==> src/rtl/rx_bit_timer.sv <==
// Receive bit-timing generator: recovers the bit phase from an oversampled line,
// resyncs on every data edge and issues sample/shift/byte strobes plus a no-edge timeout.
module rx_bit_timer #(
   parameter int OVS          = 8,
   parameter int SAMPLE_PHASE = 3,
   parameter int BYTE_BITS    = 8,
   parameter int MAX_RUN      = 7,
   localparam int PW = (OVS > 1) ? $clog2(OVS) : 1,
   localparam int CW = $clog2(BYTE_BITS + 1),
   localparam int RW = $clog2(MAX_RUN + 1)
) (
   input  logic          clk,
   input  logic          n_rst,
   input  logic          d_edge,
   input  logic          rcving,
   input  logic          reset,
   input  logic          skip_bit,
   output logic          sample,
   output logic          shift_enable,
   output logic          byte_received,
   output logic [CW-1:0] bit_count,
   output logic          timeout_err
);

   localparam logic [PW-1:0] PH_LAST   = PW'(OVS - 1);
   localparam logic [PW-1:0] PH_SAMPLE = PW'(SAMPLE_PHASE);
   localparam logic [CW-1:0] BC_FULL   = CW'(BYTE_BITS);
   localparam logic [CW-1:0] BC_LAST   = CW'(BYTE_BITS - 1);
   localparam logic [RW-1:0] RUN_MAX   = RW'(MAX_RUN);

   logic [PW-1:0] ph;
   logic [RW-1:0] run;
   logic [RW-1:0] run_nxt;
   logic          clr;

   assign clr    = reset | ~rcving;
   assign sample = rcving & ~reset & (ph == PH_SAMPLE);

   // an edge coincident with a sample wins, so a steady edge train never times out
   always_comb begin
      run_nxt = run;
      if (d_edge)
         run_nxt = '0;
      else if (sample && (run != RUN_MAX))
         run_nxt = run + RW'(1);
   end

   always_ff @(posedge clk or negedge n_rst) begin
      if (!n_rst) begin
         ph            <= '0;
         run           <= '0;
         bit_count     <= '0;
         shift_enable  <= 1'b0;
         byte_received <= 1'b0;
         timeout_err   <= 1'b0;
      end else if (clr) begin
         ph            <= '0;
         run           <= '0;
         bit_count     <= '0;
         shift_enable  <= 1'b0;
         byte_received <= 1'b0;
         if (reset)
            timeout_err <= 1'b0;
      end else begin
         if (d_edge || (ph == PH_LAST))
            ph <= '0;
         else
            ph <= ph + PW'(1);

         run          <= run_nxt;
         timeout_err  <= timeout_err | (run_nxt == RUN_MAX);
         shift_enable <= sample & ~skip_bit;

         // bit_count shows BYTE_BITS for the byte_received cycle, then restarts
         byte_received <= shift_enable & (bit_count == BC_LAST);
         if (bit_count == BC_FULL)
            bit_count <= shift_enable ? CW'(1) : '0;
         else if (shift_enable)
            bit_count <= bit_count + CW'(1);
      end
   end

endmodule

==> config.mk <==
export PLATFORM = sky130hd
export DESIGN_NAME = rx_bit_timer
export DESIGN_NICKNAME = d
export VERILOG_FILES = /design/src/rtl/rx_bit_timer.sv
export SDC_FILE = /design/constraint.sdc
export NUM_CORES = 1
export LEC_CHECK = 0
export ABC_AREA = 0
export BUFFER_PORTS_ARGS = -buffer_cell sky130_fd_sc_hd__buf_2
export CAP_MARGIN = 20
export CORE_AREA = 4 4 49 51
export CTS_CLUSTER_SIZE = 30
export DETAILED_ROUTE_END_ITERATION = 6
export DIE_AREA = 0 0 53 55
export PLACE_DENSITY = 0.55
export SETUP_SLACK_MARGIN = 0.5
export SKIP_CTS_REPAIR_TIMING = 1
export SYNTH_ARGS = -nofsm -noshare
export SYNTH_HDL_FRONTEND = slang
export SYNTH_SLANG_ARGS = --single-unit
export TNS_END_PERCENT = 5
==> constraint.sdc <==
create_clock -name clk -period 2.7 [get_ports clk]
set_clock_uncertainty 0.2 [all_clocks]
set_input_delay 0 -clock clk [delete_from_list [all_inputs] [get_ports clk]]
set_output_delay 0 -clock clk [all_outputs]
set_load 0.005 [all_outputs]
Yosys cells after proc, flatten, opt, wreduce, memory -nomap -nowiden
Cells that the tools add are included.
Storage, ports and cells
  bits in registers: 13
  logic and storage cells: 41
Cells by class
  mux-type cells: 13
  reduce and logical (&&, ||, !) cells: 3
  add/subtract/negate cells: 3
  eq/ne operators: 7
  bitwise gates (word level): 9
Operator list (number)
  $mux 3: 5
  $mux 4: 3
  $add 3x1->3 const B: 2
  $eq 3x3->1 const B: 2
  $mux 1: 5
  $add 4x1->4 const B: 1
  $and 1x1->1: 4
  $eq 4x3->1 const B: 1
  $eq 4x4->1 const B: 1
  $eq 3x2->1 const B: 1
  $ne 3x3->1 const B: 1
  $not 1->1: 3
  $reduce_bool 3->1: 1
  $ne 2x2->1 const B: 1
  $or 1x1->1: 2
  $logic_and 1x1->1: 1
  $logic_or 1x1->1: 1

Depth between registers and ports, before layout
  depth after elaboration: 9
  gate-level depth with buffers: 6
  depth with buffers taken out: 6

Worst setup path before layout
Ideal clock, no wire load.
  path type: register -> register
  start: register run[0]
  end: register timeout_err
  required time: 2.378 ns
  clock period less this slack: 1.806 ns
  arrival time: 1.485 ns
  stages on the path, launching flop included: 7
  slack: 0.894 ns
  cells stage by stage: dfrtp_1 ha_1 ha_1 and4bb_4 xnor2_1 nor2_1 a32o_1
On the way
  cells in the longest elaborated chain, start to end: 7
  elaborated cells on any way between the ends: 8
Ends and longest elaborated chain
  from (decl): line 32  | logic [RW-1:0] run;
  from (signal assigned): line 70  | run <= run_nxt;
  parallel branches: the longest is 2 deep, another holds $add 3x1->3
  $mux 3 (*): line 44  | else if (sample && (run != RUN_MAX))
  $mux 3 (*): line 42  | if (d_edge)
  $eq 3x3->1 (*): line 71  | timeout_err <= timeout_err | (run_nxt == RUN_MAX);
  $or 1x1->1 (*): line 71
  $mux 1 (*): line 56  | end else if (clr) begin
  to (signal assigned): line 71
  to (decl): line 22  | output logic timeout_err
Mark *: on every way between the ends.
A chain may end at the register's enable or synchronous reset.

Final worst setup path
  start: register ph[0]
  end: register shift_enable
On the way
  cells in the longest elaborated chain, start to end: 4
Ends and longest elaborated chain
  from (decl): line 31  | logic [PW-1:0] ph;
  from (signal assigned): line 68  | ph <= ph + PW'(1);
  $eq 3x2->1: line 37  | assign sample = rcving & ~reset & (ph == PH_SAMPLE);
  $and 1x1->1: line 37
  $and 1x1->1: line 72  | shift_enable <= sample & ~skip_bit;
  $mux 1: line 56
  to (signal assigned): line 72
  to (decl): line 19  | output logic shift_enable,
No other way between the ends.

==> summary.txt <==
========================================================================================
Setup_tns                                                                           0 ns
Number of buffer cells added on primary ports                                         13
Wire length per cell                                                             11.4 um
Final hold viol count                                                                  0
Crit Path Category                                                            reg -> reg
Top cells by count, synth                                                   13 x sky130_fd_sc_hd__dfrtp_1, 7 x sky130_fd_sc_hd__ha_1, 7 x sky130_fd_sc_hd__nor2_1
Switching portion of total power                                                   0.226
Core box area                                                                0.00194 mm2
Antenna violations before repair                                                       0
Cts bufs inserted                                                                      3
Detailed Route WL                                                                1260 um
Worst Path Max Fanout                                                                  3
Clock tree from TritonCTS                                                           done
Fraction of synthesis flops using an asynchronous set or reset pin                  1.00
Startpoint type of the worst setup path                                        flip-flop
Arrival time at the worst endpoint                                               1.87 ns
Peak supply drop                                                                0.341 mV
Endpoint type of the worst setup path                                          flip-flop
Count of antenna diodes in the layout                                                  0
1st-iter DRT viols                                                                     6
Most used DFF post-synth                                                    sky130_fd_sc_hd__dfrtp_1
Growth of design area from synthesis to finish                                     29.0%
Slew Limit Headroom                                                                0.592
Setup repair after global routing missed its margin                                   no
Nets in the synthesized netlist                                                       73
Comb pwr share                                                                     0.064
Max-Cap Viols                                                                          0
Fraction of the cycle the final worst path needs                                   0.706
Via count                                                                            507
Sequential-to-total area share from yosys stat                                     0.495
FMAX                                                                             524 MHz
Static Leak                                                                     0.440 nW
Total overflow reported by the global router                                           0
Flop and latch count out of synthesis                                                 13
Clk_lat worst skew                                                               0.28 ns
Slew at the pin with the worst max-slew slack                                   0.609 ns
Pin count of the biggest net entering global routing                                  14
PwrDens                                                                       401 mW/mm2
Cell Int Power                                                                  0.262 mW
Total placed cells including tap cells                                                99
CTS sink cnt                                                                          13
Required time reported for the critical path endpoint                            2.67 ns
Die Outline Area                                                             0.00292 mm2
Via count of the first global-routing pass                                           459
Count of final setup violators                                                         0
Vertical die dimension                                                             55 um
Switching power of the nets                                                    0.0768 mW
Post-DR vias/cell                                                                   4.61
Number of distinct library cells after synthesis                                      20
Netlist area before placement                                                    657 um2
Number of instances in the synthesized netlist                                        60
Die Width                                                                          53 um
Global-route total usage across every layer                                        0.100
Total number of placement rows                                                        16
Synth area leader                                                           sky130_fd_sc_hd__dfrtp_1
Power share of the sequential group                                                0.577
Period minus WS final                                                            1.91 ns
CTS clk-pin slew, worst paths                                                    0.08 ns
CTS max path bufs                                                                      2
Number of H-tree branching levels                                                      1
Proportion of layout cells with a drive suffix above 1                             0.217
Post-Layout Cell Count                                                               110
Cell types with the largest area share after synthesis                      sky130_fd_sc_hd__dfrtp_1 50%, sky130_fd_sc_hd__ha_1 13%, sky130_fd_sc_hd__nor2_1 4.0%
Result of the run                                                           finished, final reports clean
Post-synth EDFFs                                                                       0
Number of search-and-repair iterations in the first detailed-routing pass              4
Initial standard-cell utilization of the core                                      0.338
Wire length of the first global-routing pass                                     2080 um
DP HPWL                                                                           902 um
Final estimated routing congestion in global placement                             0.766
Final number of max-transition violations                                              0
Count leader, synth                                                         sky130_fd_sc_hd__dfrtp_1
Total number of nets in the final design                                              97
IO Pins                                                                               14
Residual DRC count                                                                     0
Setup slack, reg-to-reg                                                          0.79 ns
Hold crit path type                                                           reg -> reg
Share of the synthesized area in the top cell type                                 0.495
Buffer cell driving the clock tree root                                     sky130_fd_sc_hd__clkbuf_4
Number of warnings issued by yosys                                                     0
Part of the power in the clock network                                             0.360
Syn avg cell area                                                               10.9 um2
Count of nets left with antenna violations after detail routing                        0
========================================================================================
[cells in the final DEF (no fill, tap or decap)]
cell type and n:
sky130_fd_sc_hd__mux2i_1 2, sky130_fd_sc_hd__nor2_1 7, sky130_fd_sc_hd__and4bb_4 1, sky130_fd_sc_hd__dfrtp_1 13
sky130_fd_sc_hd__nor2b_1 1, sky130_fd_sc_hd__clkbuf_4 3, sky130_fd_sc_hd__nand4_1 1, sky130_fd_sc_hd__xor2_1 2
sky130_fd_sc_hd__ha_1 7, sky130_fd_sc_hd__nand3_1 1, sky130_fd_sc_hd__nor3_1 3, sky130_fd_sc_hd__nand3b_1 2
sky130_fd_sc_hd__inv_1 6, sky130_fd_sc_hd__nor4_1 4, sky130_fd_sc_hd__nor3_2 1, sky130_fd_sc_hd__buf_2 13
sky130_fd_sc_hd__dlygate4sd3_1 7, sky130_fd_sc_hd__xnor2_1 2, sky130_fd_sc_hd__nand2_1 3, sky130_fd_sc_hd__clkbuf_1 1
sky130_fd_sc_hd__nand2b_1 1, sky130_fd_sc_hd__a32o_1 1, sky130_fd_sc_hd__nor4b_1 1
[path summary, 6_finish.rpt]
path | from | end | cells past startpoint
worst min-delay path | ph[0] | ph[0] | 1
worst max-delay path | ph[0] | shift_enable | 5
worst max register to register | ph[0] | shift_enable | 5
worst min register to register | ph[0] | ph[0] | 1
max in group asynchronous | n_rst | timeout_err | 3
min in group asynchronous | n_rst | bit_count[1] | 3
[cells by family after synthesis]
family	share of synthesized area
AOI/OAI and AO/OA	0.0152
xor gates and xnor gates	0.0533
adders and majority gates	0.133
buffers and inverters	0.0419
DFF	0.495
muxes	0.0305
and+or+nand+nor	0.230
[layout make-up]
type / instances / area [um2]
Timing Repair Buffer: 20 / 135
Tap cell: 27 / 33.8
Sequential cell: 13 / 325
Fill cell: 204 / 1090
Inverter: 6 / 22.5
Clock buffer: 4 / 26.3
Multi-Input combinational cell: 40 / 304
[metal layers]
metal | GRT usage | vias to the layer above | wire length (um)
met5 | 0 | - | 0
met2 | 0.159 | 19 | 509
met3 | 0.0509 | 2 | 132
met1 | 0.126 | 233 | 604
met4 | 0.0128 | 0 | 10
li1 | - | 253 | -
[critical path: stages (launching register included)]
cell and delay [ns]:
sky130_fd_sc_hd__dfrtp_1 0.39, sky130_fd_sc_hd__ha_1 0.22, sky130_fd_sc_hd__ha_1 0.22, sky130_fd_sc_hd__nand3b_1 0.17
sky130_fd_sc_hd__nor2_1 0.05, sky130_fd_sc_hd__dlygate4sd3_1 0.55
[metrics by stage]
stage / power, mW / cell area, um2 / worst slack, ns / utilization / hold WS (ns)
2_1_floorplan: 0.206 / 657 / 0.894 / - / -0.496
3_5_place_dp: 0.215 / 751 / 0.826 / 0.387 / -0.291
5_1_grt: 0.355 / 847 / 0.710 / 0.436 / 0.278
6_report: 0.339 / 847 / 0.793 / 0.436 / 0.250
4_1_cts: 0.340 / 777 / 0.803 / 0.400 / -0.601
3_3_place_gp: 0.215 / 751 / 0.846 / 0.387 / -0.294
[sequential cells by signal (all words and copies together) (netlist names)]
signal         cells
bit_count          4
timeout_err        1
run                3
ph                 3
byte_received      1
shift_enable       1
[power by group through the flow]
stage                     registers (mW)  logic (mW)  clock network (mW)
after CTS                          0.196      0.0156               0.129
after floorplan                    0.200     0.00610                   0
after global placement             0.200      0.0155                   0
after global routing               0.196      0.0245               0.135
after detailed placement           0.200      0.0155                   0
final                              0.196      0.0217               0.122
No activity file was read; power rests on OpenSTA's default activity.
